`src/rtl/svm_feature_builder.sv`:
```
// svm_feature_builder
// Assembles per-flow packet sizes into fixed-length feature vectors for
// svm_detection. Each packet of a flow contributes one feature. A flow that
// ends early is zero-padded. Packets that arrive after a vector is complete
// are skipped. Completed vectors wait in a small FIFO and are issued one at a
// time as single-cycle data_valid pulses.
//
// Build option: define SVM_FEATURE_SAT_EN to saturate oversize packet sizes
// to the largest feature value. Without it, oversize sizes are truncated to
// their low PARAM_WIDTH bits.
//
// Requires PARAM_COUNT >= 2 and a FIFO_DEPTH that is a power of two >= 2.

`ifndef SVM_PARAM_COUNT
`define SVM_PARAM_COUNT 4
`endif
`ifndef SVM_PARAM_WIDTH
`define SVM_PARAM_WIDTH 8
`endif

module svm_feature_builder #(
  parameter int PARAM_COUNT = `SVM_PARAM_COUNT,
  parameter int PARAM_WIDTH = `SVM_PARAM_WIDTH,
  parameter int FIFO_DEPTH  = 4
) (
  input  logic                               clk,
  input  logic                               reset,
  input  logic [15:0]                        pkt_size,
  input  logic                               pkt_valid,
  input  logic                               pkt_first,
  input  logic                               pkt_last,
  output logic                               pkt_ready,
  output logic [PARAM_WIDTH*PARAM_COUNT-1:0] x,
  output logic                               data_valid,
  input  logic                               svm_ready,
  output logic [15:0]                        abandoned_count
);

  localparam int VW = PARAM_WIDTH * PARAM_COUNT;
  localparam int IW = (PARAM_COUNT > 2) ? $clog2(PARAM_COUNT) : 1;
  localparam int AW = (FIFO_DEPTH > 2) ? $clog2(FIFO_DEPTH) : 1;
  localparam int LW = AW + 1;
  localparam logic [IW-1:0] LAST_IDX = IW'(PARAM_COUNT - 1);
  localparam logic [IW-1:0] ONE_IDX  = IW'(1);
  localparam logic [LW-1:0] FULL_LVL = LW'(FIFO_DEPTH);

  typedef enum logic [1:0] {
    IDLE    = 2'd0,
    COLLECT = 2'd1,
    PAD     = 2'd2,
    SKIP    = 2'd3
  } state_t;

  // Map a packet size onto a feature value.
  function automatic logic [PARAM_WIDTH-1:0] to_feature(input logic [15:0] size);
`ifdef SVM_FEATURE_SAT_EN
    logic [31:0] feat_max;
    feat_max = (PARAM_WIDTH >= 32) ? 32'hFFFF_FFFF : ((32'd1 << PARAM_WIDTH) - 32'd1);
    if ((PARAM_WIDTH < 16) && ({16'd0, size} > feat_max)) begin
      return '1;
    end else begin
      return PARAM_WIDTH'(size);
    end
`else
    return PARAM_WIDTH'(size);
`endif
  endfunction

  state_t              state_r;
  logic [IW-1:0]       idx_r;
  logic [VW-1:0]       asm_r;
  logic [15:0]         abandoned_r;
  logic [VW-1:0]       mem_r [FIFO_DEPTH];
  logic [AW-1:0]       wr_ptr_r;
  logic [AW-1:0]       rd_ptr_r;
  logic [LW-1:0]       level_r;
  logic [VW-1:0]       x_r;
  logic                dv_r;

  logic                fifo_full_s;
  logic                accept_s;
  logic                push_s;
  logic                pop_s;
  logic [PARAM_WIDTH-1:0] feat_s;
  logic [VW-1:0]       push_vec_s;

  assign fifo_full_s     = (level_r == FULL_LVL);
  assign pkt_ready       = !fifo_full_s && (state_r != PAD);
  assign accept_s        = pkt_valid && pkt_ready;
  assign pop_s           = (level_r != {LW{1'b0}}) && svm_ready && !dv_r;
  assign x               = x_r;
  assign data_valid      = dv_r;
  assign abandoned_count = abandoned_r;

  // Decide whether the current slot completes a vector and form that vector.
  always_comb begin
    feat_s     = to_feature(pkt_size);
    push_s     = 1'b0;
    push_vec_s = asm_r;
    case (state_r)
      COLLECT: begin
        push_s = accept_s && !pkt_first && (idx_r == LAST_IDX);
        push_vec_s[int'(idx_r)*PARAM_WIDTH +: PARAM_WIDTH] = feat_s;
      end
      PAD: begin
        push_s = !fifo_full_s && (idx_r == LAST_IDX);
        push_vec_s[int'(idx_r)*PARAM_WIDTH +: PARAM_WIDTH] = {PARAM_WIDTH{1'b0}};
      end
      default: begin
        push_s = 1'b0;
      end
    endcase
  end

  // Flow-tracking FSM: assembles features, pads short flows, skips tails.
  always_ff @(posedge clk) begin
    if (reset) begin
      state_r     <= IDLE;
      idx_r       <= {IW{1'b0}};
      asm_r       <= {VW{1'b0}};
      abandoned_r <= 16'd0;
    end else begin
      case (state_r)
        IDLE: begin
          if (accept_s && pkt_first) begin
            asm_r[PARAM_WIDTH-1:0] <= feat_s;
            idx_r   <= ONE_IDX;
            state_r <= pkt_last ? PAD : COLLECT;
          end
        end
        COLLECT: begin
          if (accept_s) begin
            if (pkt_first) begin
              // A new flow overtakes an unfinished one.
              if (abandoned_r != 16'hFFFF) begin
                abandoned_r <= abandoned_r + 16'd1;
              end
              asm_r[PARAM_WIDTH-1:0] <= feat_s;
              idx_r   <= ONE_IDX;
              state_r <= pkt_last ? PAD : COLLECT;
            end else begin
              asm_r <= push_vec_s;
              if (idx_r == LAST_IDX) begin
                idx_r   <= {IW{1'b0}};
                state_r <= pkt_last ? IDLE : SKIP;
              end else begin
                idx_r   <= idx_r + ONE_IDX;
                state_r <= pkt_last ? PAD : COLLECT;
              end
            end
          end
        end
        SKIP: begin
          if (accept_s) begin
            if (pkt_first) begin
              asm_r[PARAM_WIDTH-1:0] <= feat_s;
              idx_r   <= ONE_IDX;
              state_r <= pkt_last ? PAD : COLLECT;
            end else if (pkt_last) begin
              state_r <= IDLE;
            end
          end
        end
        PAD: begin
          // Padding stalls while the FIFO is full so the final push never overflows.
          if (!fifo_full_s) begin
            asm_r <= push_vec_s;
            if (idx_r == LAST_IDX) begin
              idx_r   <= {IW{1'b0}};
              state_r <= IDLE;
            end else begin
              idx_r <= idx_r + ONE_IDX;
            end
          end
        end
        default: begin
          state_r <= IDLE;
          idx_r   <= {IW{1'b0}};
        end
      endcase
    end
  end

  // FIFO storage write port; contents are don't-care while the level is zero.
  always_ff @(posedge clk) begin
    if (push_s) begin
      mem_r[wr_ptr_r] <= push_vec_s;
    end
  end

  // FIFO pointers, occupancy and the single-cycle issue of the head vector.
  always_ff @(posedge clk) begin
    if (reset) begin
      wr_ptr_r <= {AW{1'b0}};
      rd_ptr_r <= {AW{1'b0}};
      level_r  <= {LW{1'b0}};
      x_r      <= {VW{1'b0}};
      dv_r     <= 1'b0;
    end else begin
      if (push_s) begin
        wr_ptr_r <= wr_ptr_r + {{(AW-1){1'b0}}, 1'b1};
      end
      if (pop_s) begin
        x_r      <= mem_r[rd_ptr_r];
        rd_ptr_r <= rd_ptr_r + {{(AW-1){1'b0}}, 1'b1};
      end
      dv_r <= pop_s;
      case ({push_s, pop_s})
        2'b10:   level_r <= level_r + {{(LW-1){1'b0}}, 1'b1};
        2'b01:   level_r <= level_r - {{(LW-1){1'b0}}, 1'b1};
        default: level_r <= level_r;
      endcase
    end
  end

endmodule
```
`config.mk`:
```
export PLATFORM = sky130hd
export DESIGN_NAME = svm_feature_builder
export DESIGN_NICKNAME = d
export VERILOG_FILES = /design/src/rtl/svm_feature_builder.sv
export SDC_FILE = /design/constraint.sdc
export NUM_CORES = 1
export LEC_CHECK = 0
export CORE_UTILIZATION = 49
export CTS_BUF_LIST = sky130_fd_sc_hd__clkbuf_8
export DETAILED_ROUTE_END_ITERATION = 8
export PLACE_DENSITY = 0.84
export SLEW_MARGIN = 20
export SYNTH_ARGS = -nofsm -noshare
export SYNTH_HDL_FRONTEND = slang
export SYNTH_SLANG_ARGS = --single-unit
```
`constraint.sdc`:
```
create_clock -name clk -period 3 [get_ports clk]
set_input_delay 0.45 -clock clk [delete_from_list [all_inputs] [get_ports clk]]
set_output_delay 0.45 -clock clk [all_outputs]
set_load 0.005 [all_outputs]
```
; After elaboration in Yosys (flattened, before gate mapping)
; Memory sizes are Yosys's and may differ from the RTL's. A register that Yosys moved wholly into a read port is not among the register bits.
; Index checks and enable logic that the tools add are counted.
[word_totals]
output_inout_bits = 50
ram_bits = 128
ff_bits = 60
in_bits = 22
n_memories = 1
elab_cells = 92
[op_classes]
reduce_logical = 19
n_shift = 3
eq_ne = 17
n_addsub = 7
mux = 36
[mem_list]
columns = name, depth, width, rd, rd_clocked_by_memory_dff, write_ports, line_no
row1 = mem_r, 4, 32, 1, 1, 1, 73  ; logic [VW-1:0] mem_r [FIFO_DEPTH];
[ops]
columns = operator, count
row1 = bitwise mux 32 bit, 2
row2 = 2-to-1 mux 32 bit, 2
row3 = case mux 32 bit (2 select lines), 1
row4 = case mux 24 bit (2 select lines), 1
row5 = 2-to-1 mux 2 bit, 18
row6 = negator 5 -> 33 bit, 1
row7 = "variable shift 8 x 33 -> 32 bit, first input constant", 1
row8 = indexed part select 8 x 33 -> 32 bit, 1
row9 = "indexed part select 8 x 33 -> 32 bit, first input constant", 1
row10 = 2-to-1 mux 8 bit, 4
row11 = case mux 8 bit (4 select lines), 1
row12 = 2-to-1 mux 24 bit, 1
row13 = "adder 16 x 1 -> 16 bit, second input constant", 1
row14 = "!= test 16 bit, second input constant", 1
row15 = "!= test 2 bit, second input constant", 8
row16 = case mux 2 bit (4 select lines), 2
row17 = "equality test 2 bit, second input constant", 4
row18 = logical AND 1 bit, 8
row19 = AND reduction 4 bit, 2
row20 = "adder 2 x 1 -> 2 bit, second input constant", 3
row21 = case mux 3 bit (2 select lines), 1
row22 = AND reduction 6 bit, 1
row23 = AND reduction 5 bit, 1
row24 = "equality test 2 x 1 -> 1 bit, second input constant", 2
row25 = other kinds (10), 14

; Depth between registers and ports, before layout
; Gate-level depths: netlist of the first run.
[logic_depth]
ltp_word = 9
depth_mapped = 11
depth_no_buf = 10

; Worst setup path before layout of the first run
; Ideal clock, no wire load.
[synth_path]
path_kind = register to register
start = register state_r[0]
end = register level_r[2]
slack_ps = 147
path_stages_with_launch = 12
t_arrival_ps = 2782
period_less_slack_ps = 2853
required_time_ps = 2929
setup_ps = 71
n_path_buf = 1
path_cell_list = dfxtp_1 inv_1 ha_1 clkbuf_1 nand2_1 nor3_1 inv_1 ha_1 fa_1 xnor2_1 or3_1 a21oi_1
[synth_via]
elab_chain_cells = 8
word_cells_on_any_way = 12
classes_between = eq/ne (5) / mux (2) / reduce/logical (5)
[synth_lines]
columns = item, line_no
row1 = start: declaration, 69  ; state_t state_r;
row2 = start signal: assignment, 128  ; state_r <= pkt_last ? PAD : COLLECT;
row3 = start signal: assignment, 140  ; state_r <= pkt_last ? PAD : COLLECT;
row4 = start signal: assignment, 145  ; state_r <= pkt_last ? IDLE : SKIP;
row5 = != test 2 bit, 88  ; assign pkt_ready = !fifo_full_s && (state_r != PAD);
row6 = logical AND 1 bit, 88
row7 = logical AND 1 bit, 89  ; assign accept_s = pkt_valid && pkt_ready;
row8 = logical AND 1 bit (2 in series), 102  ; push_s = accept_s && !pkt_first && (idx_r == LAST_IDX);
row9 = case mux 1 bit (2 select lines) *, 100  ; case (state_r)
row10 = equality test 2 x 1 -> 1 bit or equality test 2 bit (tied branches), 208  ; case ({push_s, pop_s})
row11 = case mux 3 bit (2 select lines) or nonzero test 2 bit (tied branches), -
row12 = end signal: assignment, 209  ; 2'b10: level_r <= level_r + {{(LW-1){1'b0}}, 1'b1};
row13 = end signal: assignment, 210  ; 2'b01: level_r <= level_r - {{(LW-1){1'b0}}, 1'b1};
row14 = end signal: assignment, 211  ; default: level_r <= level_r;
row15 = end: declaration, 76  ; logic [LW-1:0] level_r;
; Mark *: on every way between the ends. The rest lies on a longest branch, timed or not.
; A chain may end at the register's enable or synchronous reset.

; Final worst setup path of the first run
[layout_path]
start = register state_r[0]
end = register asm_r[1]
[layout_via]
elab_chain_cells = 6
word_cells_on_any_way = 19
classes_between = eq/ne (9) / mux (5) / reduce/logical (5)
[layout_lines]
columns = item, line_no
row1 = "parallel branches: the longest is 6 deep, another holds case mux 32 bit (2 select lines)", -
row2 = end signal: assignment, 120  ; asm_r <= {VW{1'b0}};
row3 = end signal: indexed assignment, 126  ; asm_r[PARAM_WIDTH-1:0] <= feat_s;
row4 = end signal: indexed assignment, 138  ; asm_r[PARAM_WIDTH-1:0] <= feat_s;
row5 = end: declaration, 71  ; logic [VW-1:0] asm_r;
; Several ways; the timed one is not identified. The select of a mux whose other input is x is not followed.

==> results of run 1 <==
==> logic make-up (layout without fill, tap and decap cells) <==
family | Yosys count | count (layout)
AOI/OAI and AO/OA | 125 | 125
xor gates and xnor gates | 17 | 17
adders and majority gates | 17 | 17
buffers and inverters | 48 | 158
DFF | 220 | 220
muxes | 43 | 43
and+or+nand+nor | 195 | 195
==> state kept, by name, summed over array words and instances (netlist names), 3 cells and up <==
name             cells
x                   32
mem_r              128
abandoned_count     16
asm_r               32
level_r              3
==> final cells by class <==
| cell class | count | area, um2 | share of cell area, % |
|---|---|---|---|
| clock inverters | 20 | 114 | 1.08 |
| repair buffers | 84 | 846 | 8.00 |
| inverters | 11 | 41.3 | 0.390 |
| flip-flops and latches | 220 | 5690 | 53.8 |
| well taps | 225 | 282 | 2.66 |
| multi-input cells | 397 | 3010 | 28.5 |
| clock buffers | 43 | 592 | 5.60 |
==> layer usage <==
metal	vias up	global-route usage [%]	share of wire [%]
li1	2670	-	-
met4	0	7.53	2.3
met3	36	4.11	6.9
met5	-	0	0
met1	2794	25.3	42
met2	184	32.4	49
==> cell usage after synthesis, types with 3 or more instances <==
| master | number | share of area (%) |
|---|---|---|
| a32oi_1 | 8 | 0.79 |
| edfxtp_1 | 128 | 43 |
| nor4_1 | 3 | 0.21 |
| nand3_1 | 8 | 0.45 |
| clkbuf_1 | 25 | 1.1 |
| nand2b_1 | 4 | 0.28 |
| mux4_2 | 32 | 8.1 |
| o211ai_1 | 3 | 0.25 |
| o21ai_0 | 5 | 0.28 |
| xor2_1 | 11 | 1.1 |
| dfxtp_1 | 92 | 21 |
| a211oi_1 | 6 | 0.51 |
| xnor2_1 | 6 | 0.59 |
| and3_1 | 5 | 0.35 |
| a22o_1 | 32 | 3.2 |
| nand2_1 | 76 | 3.2 |
| buf_2 | 11 | 0.62 |
| inv_1 | 9 | 0.38 |
| a21oi_1 | 42 | 2.4 |
| nor2_1 | 63 | 2.7 |
| o21ai_1 | 5 | 0.28 |
| mux2i_1 | 11 | 1.2 |
| a22oi_1 | 16 | 1.4 |
| nor2b_1 | 4 | 0.28 |
| and2_1 | 5 | 0.35 |
| nor3_1 | 6 | 0.34 |
| ha_1 | 16 | 2.3 |
| or3_1 | 3 | 0.21 |
==> per-stage QoR <==
step	cells	setup WS [ns]	util (%)	instance area, um2	hold slack [ns]
detailed placement	937	0.331	56.5	9870	0.449
global route	1000	0.167	60.5	10600	0.368
CTS	1000	0.410	60.5	10600	0.350
finish	1000	0.431	60.5	10600	0.375
global placement	937	0.351	56.5	9870	0.441
floorplan	665	0.147	-	8890	0.450
==> how the worst min path moves through the flow <==
stage | startpoint | to | slack, ns
floorplan | asm_r[0]$_SDFFE_PP0P_ | asm_r[0]$_SDFFE_PP0P_ | 0.45
global placement | x[3]$_SDFFE_PP0P_ | x[3]$_SDFFE_PP0P_ | 0.44
detailed placement | x[24]$_SDFFE_PP0P_ | x[24]$_SDFFE_PP0P_ | 0.45
CTS | reset | asm_r[13]$_SDFFE_PP0P_ | 0.35
global route | reset | asm_r[13]$_SDFFE_PP0P_ | 0.37
finish | reset | x[9]$_SDFFE_PP0P_ | 0.38
==> cell usage in the layout (no fill, tap or decap), types with 11 or more instances in the layout <==
master and instances:
a22o_1 32, inv_1 22, nor2_1 63, clkbuf_8 43, mux2i_1 11, a21oi_1 42, ha_1 16, dfxtp_1 91
edfxtp_1 128, xor2_1 11, mux4_2 32, nand2_1 76, a22oi_1 16, buf_4 16, clkdlybuf4s50_1 62
==> worst reg2reg max path, delay by kind of cell (launching register included) <==
kind / cells / cell delay [ns]
AND/OR/NAND/NOR: 1 / 0.24
AO/OA/AOI/OAI: 4 / 1.47
buffers and inverters: 1 / 0.10
adder cells (fa/ha/maj): 1 / 0.35
flip-flops: 1 / 0.38
==> power groups by stage <==
stage / Combinational [W] / Sequential (W) / Clock [W]
2_1_floorplan: 0.000655 / 0.00339 / 0
3_3_place_gp: 0.000912 / 0.00340 / 0
3_5_place_dp: 0.000942 / 0.00340 / 0
4_1_cts: 0.000947 / 0.00334 / 0.00257
5_1_grt: 0.00105 / 0.00335 / 0.00270
6_report: 0.000955 / 0.00334 / 0.00251
==> results.sh, run 1 <==
export IMPL_status="completed"
export IMPL_post_cts_resized=0
export IMPL_p_switching_w=0.00176
export IMPL_min_period_ns=2.57
export IMPL_cp_data_arrival_time_ns=3.03
export IMPL_fp_dieH_um=137
export IMPL_synthAdderAreaFrac_pct=2.48
export IMPL_grt_pass1_wl_um=27900
export IMPL_syn_num_nets=704
export IMPL_ant_nets=0
export IMPL_whs_path_depth=2
export IMPL_routedWlPerCell_um=17.4
export IMPL_core_area_um2=17500
export IMPL_rsz0062_at_grt="no"
export IMPL_combinationalPowerShare_pct=14.0
export IMPL_ys_warn_count=0
export IMPL_hold_class="in -> reg"
export IMPL_first_global_vias=5491
export IMPL_yosysSeqAreaShare_pct=64.0
export IMPL_muxShareOfSynthArea_pct=9.35
export IMPL_core_rowCount=48
export IMPL_clk_pin_slew_ns=0.07
export IMPL_die_area_um2=18700
export IMPL_reg2regPathDepth=7
export IMPL_grt_max_degree=59
export IMPL_critical_path_cell_count=7
export IMPL_nFillCells=1328
export IMPL_fin_crit_sh_pct=85.6
export IMPL_via_per_inst=5.68
export IMPL_worst_slew_pin_slew_ns=0.739
export IMPL_p_per_area_nw_per_um2=644
export IMPL_path_cells="inv_1 -> ha_1 -> nand2b_1 -> a2111oi_0 -> a211oi_1 -> a211oi_2 -> a22o_1"
export IMPL_synthFlopType="edfxtp_1"
export IMPL_r2r_end="asm_r[1]$_SDFFE_PP0P_"
export IMPL_syn_inst=665
export IMPL_first_pass_iters=5
export IMPL_fin_nets=789
export IMPL_critical_path_buf_inv_count=1
export IMPL_cts_setup_buffers=0
export IMPL_totalWireLength_um=17400
export IMPL_synth_seq_cells=220
export IMPL_setup_worst_path_start="state_r[0]$_SDFFE_PP0P_"
export IMPL_h_tree_depth=2
export IMPL_r2r_start="state_r[0]$_SDFFE_PP0P_"
export IMPL_worstSetupEndpoint="asm_r[1]$_SDFFE_PP0P_"
export IMPL_p_sw_share_pct=25.8
export IMPL_hold_viol_final=0
export IMPL_cts_root_buf="clkbuf_8"
export IMPL_p_clk_share_pct=36.9
export IMPL_synth_edff_count=128
export IMPL_grt_antenna_before_repair=0
export IMPL_finalSetupViolations=0
export IMPL_syn_avg_cell_area_um2=13.4
export IMPL_p_total_w=0.00681
export IMPL_synth_async_reset_ratio_pct=0
export IMPL_cp_top_family="compound AO/OA/AOI/OAI gates"
export IMPL_synth_area_um2=8890
export IMPL_cp_max_fo=12
export IMPL_synth_cell_types=52
export IMPL_max_stage_delay_ns=0.59
export IMPL_ff2ff_setup_slack_ns=0.43
export IMPL_tns_ns=0
export IMPL_leakage_nw=3.36
export IMPL_port_buffers=63
export IMPL_grt_ovfl_total=0
export IMPL_cts_buffers=36
export IMPL_dr_first_iter_drc_count=339
export IMPL_place_gp_congestion=0.812
export IMPL_cts_tree="built"
export IMPL_track_usage_pct=19.6
export IMPL_cts_hold_buf=0
export IMPL_clk_path_buf_depth=3
export IMPL_synth_compound_area_share_pct=9.93
export IMPL_worstSetupStartpointType="register"
export IMPL_power_internal_w=0.00505
export IMPL_end_kind="register"
export IMPL_synthSimpleGateAreaFrac_pct=10.4
export IMPL_slew_headroom_pct=50.5
export IMPL_finalClockSkew_ns=0.0316
export IMPL_drc=0
export IMPL_n_antenna_cell=0
export IMPL_vias=5684
export IMPL_initial_utilization_pct=50.8
export IMPL_maxCapViolations=0
export IMPL_fp_dieW_um=137
export IMPL_hpwl_um=10500
export IMPL_crit_required_ns=3.46
export IMPL_maxSlewViolCount=0
export IMPL_clock_sinks=220
export IMPL_crit_type="reg -> reg"
export IMPL_p_seq_share_pct=49.1
export IMPL_max_freq_mhz=389
export IMPL_clock_latency_ns=0.52
export IMPL_drive_gt1_share_pct=14.6
export IMPL_cpMaxStageDelayCell="a211oi_2"
export IMPL_synth_xor_area_share_pct=1.68
export IMPL_area_growth_pct=19.0
export IMPL_io_pins=72
export IMPL_ir_worst_vdd_mv=0.391
export IMPL_synth_top_family_by_area="simple AND/OR/NAND/NOR gates"
Power figures use the tool's default switching activity.
==> inputs of run 2 (changes only) <==
Settings changed: CORE_ASPECT_RATIO from default to 2, PLACE_DENSITY 0.84 to 0.71.
==> results.sh, run 2 (synthesized netlist as in run 1, its figures left out) <==
export IMPL_routedWlPerCell_um=19.3
export IMPL_cts_setup_buffers=0
export IMPL_vias=5743
export IMPL_io_pins=72
export IMPL_final_cells=980
export IMPL_cts_root_buf="clkbuf_8"
export IMPL_maxSlewViolCount=0
export IMPL_pre_cts_slack_ns=0.308
export IMPL_tns_ns=0
export IMPL_fp_dieH_um=192
export IMPL_drive_gt1_share_pct=13.2
export IMPL_die_area_um2=18700
export IMPL_first_global_vias=5946
export IMPL_cp_data_arrival_time_ns=2.17
export IMPL_area_growth_pct=17.5
export IMPL_crit_required_ns=2.55
export IMPL_grt_ovfl_total=0
export IMPL_max_freq_mhz=381
export IMPL_largest_register_ffs=128
export IMPL_hold_viol_final=0
export IMPL_port_buffers=63
export IMPL_layout_commonest_cell="edfxtp_1"
export IMPL_fin_util_pct=58.7
export IMPL_cts_buffers=30
export IMPL_p_total_w=0.00653
export IMPL_leakage_nw=3.31
export IMPL_layout_common_cells="edfxtp_1, dfxtp_1, nand2_1"
export IMPL_grt_pass1_wl_um=30300
export IMPL_clock_sinks=220
export IMPL_finalSetupViolations=0
export IMPL_totalWireLength_um=18900
export IMPL_drc=0
export IMPL_crit_type="reg -> out"
export IMPL_clk_path_buf_depth=3
export IMPL_fin_nets=782
export IMPL_postLayoutSetupSlackWorst_ns=0.378
export IMPL_grt_max_degree=67
export IMPL_n_antenna_cell=0
export IMPL_dr_first_iter_drc_count=294
export IMPL_hold_class="in -> reg"
export IMPL_ir_worst_vdd_mv=0.352
export IMPL_initial_utilization_pct=50.0
export IMPL_clock_latency_ns=0.57
export IMPL_fp_dieW_um=97.2
export IMPL_cts_hold_buf=0
export IMPL_dp_cells=924
export IMPL_place_gp_congestion=0.815
export IMPL_min_period_ns=2.62
export IMPL_slew_headroom_pct=51.8
export IMPL_rsz0062_at_grt="no"
export IMPL_ant_nets=0
export IMPL_hpwl_um=12300
export IMPL_end_kind="output port"
export IMPL_worst_slew_pin_slew_ns=0.713
export IMPL_clk_pin_slew_ns=0.07
export IMPL_status="completed"
export IMPL_track_usage_pct=20.8
export IMPL_first_pass_iters=6
export IMPL_h_tree_depth=1
export IMPL_core_area_um2=17800
export IMPL_cp_max_fo=12
export IMPL_fin_crit_sh_pct=87.4
export IMPL_grt_antenna_before_repair=0
export IMPL_post_cts_resized=0
export IMPL_p_per_area_nw_per_um2=625
export IMPL_cts_tree="built"
export IMPL_worstSetupStartpointType="register"
export IMPL_finalClockSkew_ns=0.0276
export IMPL_maxCapViolations=0
export IMPL_max_flop_register="mem_r"
export IMPL_via_per_inst=5.86
export IMPL_core_rowCount=69
## run 2: changes by cell type in the layout (fill, tap and decap cells not counted), sizes merged
cell	delta
inv	-1
buf	-1
clkbuf	-7
clkinvlp	-1
clkinv	+2
## run 2: layout make-up
type	instances	area (um2)
Clock inverter	20	103
Clock buffer	36	495
Timing Repair Buffer	83	838
Multi-Input combinational cell	397	3010
Fill cell	1369	7340
Tap cell	213	267
Sequential cell	220	5690
Inverter	11	41.3
## run 2: through the flow
stage	hold WS (ns)	instance area [um2]
floorplan	0.450	8890
global placement	0.441	9850
detailed placement	0.446	9850
CTS	0.305	10400
global route	0.322	10400
finish	0.335	10400
## run 2: worst max-delay path: stages, from the launching register on
cell	delay, ns
dfxtp_1	0.40
nor3b_2	0.61
nor2_1	0.10
clkdlybuf4s50_1	0.49
## run 2: path summary, 6_finish.rpt
path	depth (start not counted)	from	to	slack, ns
max reg2reg	9	idx_r[0]$_SDFFE_PP0P_	level_r[2]$_SDFFE_PP0P_	0.45
min	2	reset	asm_r[31]$_SDFFE_PP0P_	0.34
max	3	level_r[2]$_SDFFE_PP0P_	pkt_ready	0.38
min reg2reg	2	x[0]$_SDFFE_PP0P_	x[0]$_SDFFE_PP0P_	0.45
## run 2: routing by layer
layer / up-vias / wire, um / track usage (%) / share of wire (%)
met3: 38 / 913 / 3.19 / 4.8
met2: 184 / 10600 / 40.2 / 56
li1: 2654 / - / - / -
met1: 2867 / 6760 / 21.7 / 36
met4: 0 / 590 / 9.79 / 3.1
met5: - / 0 / 0 / 0
## run 2: power by group
| group | internal (W) | switching (W) | total, W |
|---|---|---|---|
| logic | 0.000358 | 0.000595 | 0.000953 |
| clock network | 0.00117 | 0.00107 | 0.00224 |
| registers | 0.00329 | 0.0000504 | 0.00334 |
==> inputs of run 3 (changes only) <==
Settings changed: CORE_ASPECT_RATIO 2 to 1.1.
==> results.sh, run 3 (synthesized netlist as in run 1, its figures left out) <==
export IMPL_status="completed"
export IMPL_first_global_vias=5824
export IMPL_drc=0
export IMPL_crit_required_ns=3.43
export IMPL_p_seq_share_pct=49.3
export IMPL_ir_worst_vdd_mv=0.436
export IMPL_cts_setup_buffers=0
export IMPL_combinationalPowerShare_pct=13.9
export IMPL_area_growth_pct=18.9
export IMPL_p_clk_share_pct=36.8
export IMPL_ant_nets=0
export IMPL_crit_type="reg -> reg"
export IMPL_grt_antenna_before_repair=0
export IMPL_final_area_um2=10600
export IMPL_tns_ns=0
export IMPL_largest_register_ffs=128
export IMPL_postPlaceCellArea_um2=9860
export IMPL_place_gp_congestion=0.862
export IMPL_fin_crit_sh_pct=90.6
export IMPL_rsz0062_at_grt="no"
export IMPL_p_sw_share_pct=25.9
export IMPL_n_antenna_cell=0
export IMPL_h_tree_depth=2
export IMPL_p_switching_w=0.00176
export IMPL_max_flop_register="mem_r"
export IMPL_min_period_ns=2.72
export IMPL_clock_latency_ns=0.51
export IMPL_track_usage_pct=20.1
export IMPL_cp_data_arrival_time_ns=3.15
export IMPL_fp_dieH_um=143
export IMPL_maxSlewViolCount=0
export IMPL_path_cells="inv_1 -> ha_1 -> a21oi_1 -> nor3_1 -> buf_4 -> inv_1 -> ha_1 -> fa_1 -> xnor2_1 -> or3_1 -> a21oi_1"
export IMPL_grt_pass1_wl_um=28800
export IMPL_drive_gt1_share_pct=14.6
export IMPL_io_pins=72
export IMPL_fin_nets=788
export IMPL_core_rowCount=51
export IMPL_cts_tree="built"
export IMPL_post_cts_resized=0
export IMPL_clock_sinks=220
export IMPL_cpMaxStageDelayCell="ha_1"
export IMPL_finalClockSkew_ns=0.0202
export IMPL_vias=5590
export IMPL_leakage_nw=3.37
export IMPL_totalWireLength_um=17800
export IMPL_worstSetupStartpointType="register"
export IMPL_cts_root_buf="clkbuf_8"
export IMPL_die_area_um2=18700
export IMPL_max_freq_mhz=368
export IMPL_fp_dieW_um=130
export IMPL_critical_path_buf_inv_count=3
export IMPL_cts_buffers=36
export IMPL_cp_top_family="adder cells"
export IMPL_clk_path_buf_depth=3
export IMPL_p_total_w=0.00678
export IMPL_power_internal_w=0.00503
export IMPL_cp_max_fo=12
export IMPL_end_kind="register"
export IMPL_finalSetupViolations=0
export IMPL_clk_pin_slew_ns=0.06
export IMPL_via_per_inst=5.52
export IMPL_dr_first_iter_drc_count=341
export IMPL_core_area_um2=17700
export IMPL_p_per_area_nw_per_um2=642
export IMPL_layout_common_cells="edfxtp_1, dfxtp_1, nand2_1"
export IMPL_cts_hold_buf=0
export IMPL_grt_max_degree=42
export IMPL_layout_commonest_cell="edfxtp_1"
export IMPL_port_buffers=63
export IMPL_initial_utilization_pct=50.1
export IMPL_hold_viol_final=0
export IMPL_hpwl_um=11200
export IMPL_grt_ovfl_total=0
export IMPL_routedWlPerCell_um=17.5
export IMPL_max_stage_delay_ns=0.41
export IMPL_worst_slew_pin_slew_ns=0.748
export IMPL_maxCapViolations=0
export IMPL_first_pass_iters=5
export IMPL_slew_headroom_pct=49.9
export IMPL_hold_class="in -> reg"
## run 3: layout make-up
class                           count  area (um2)
Multi-Input combinational cell    397        3010
Sequential cell                   220        5690
Inverter                           11        41.3
Tap cell                          238         298
Clock inverter                     21         113
Clock buffer                       43         592
Fill cell                        1412        7170
Timing Repair Buffer               83         826
## run 3: final timing paths
kind | start | end | slack (ns) | cells after the start
setup / recovery | state_r[0]$_SDFFE_PP0P_ | level_r[2]$_SDFFE_PP0P_ | 0.28 | 11
setup reg to reg | state_r[0]$_SDFFE_PP0P_ | level_r[2]$_SDFFE_PP0P_ | 0.28 | 11
hold reg to reg | x[0]$_SDFFE_PP0P_ | x[0]$_SDFFE_PP0P_ | 0.45 | 2
hold / removal | reset | idx_r[1]$_SDFFE_PP0P_ | 0.21 | 2
## run 3: power groups by stage
stage	clock [W]	combinational [W]	sequential [W]
detailed placement	0	0.000920	0.00340
finish	0.00250	0.000942	0.00334
global placement	0	0.000864	0.00340
floorplan	0	0.000655	0.00339
global route	0.00272	0.00101	0.00335
CTS	0.00257	0.000927	0.00334
## run 3: worst register-to-register path, stage by stage, from the launching register on
cell and delay, ns:
dfxtp_1 0.35, inv_1 0.13, ha_1 0.41, a21oi_1 0.08
nor3_1 0.22, buf_4 0.20, inv_1 0.05, ha_1 0.23
fa_1 0.38, xnor2_1 0.14, or3_1 0.30, a21oi_1 0.15
## run 3: layer usage
layer,vias to the layer above,part of all wire (%),GRT usage (%)
met4,0,2.4,8.17
met2,179,51,34.3
li1,2658,-,-
met1,2720,41,24.6
met5,-,0,0
met3,33,5.8,4.61
## run 3: per-stage QoR
| stage | instances | setup slack (ns) | utilization [%] | hold slack [ns] |
|---|---|---|---|---|
| final | 1013 | 0.282 | 59.6 | 0.211 |
| after global routing | 1013 | 0.0788 | 59.6 | 0.185 |
| after CTS | 1013 | 0.253 | 59.6 | 0.177 |
| after detailed placement | 949 | 0.0773 | 55.6 | 0.446 |
| after global placement | 949 | 0.112 | 55.6 | 0.443 |
| after floorplan | 665 | 0.147 | - | 0.450 |
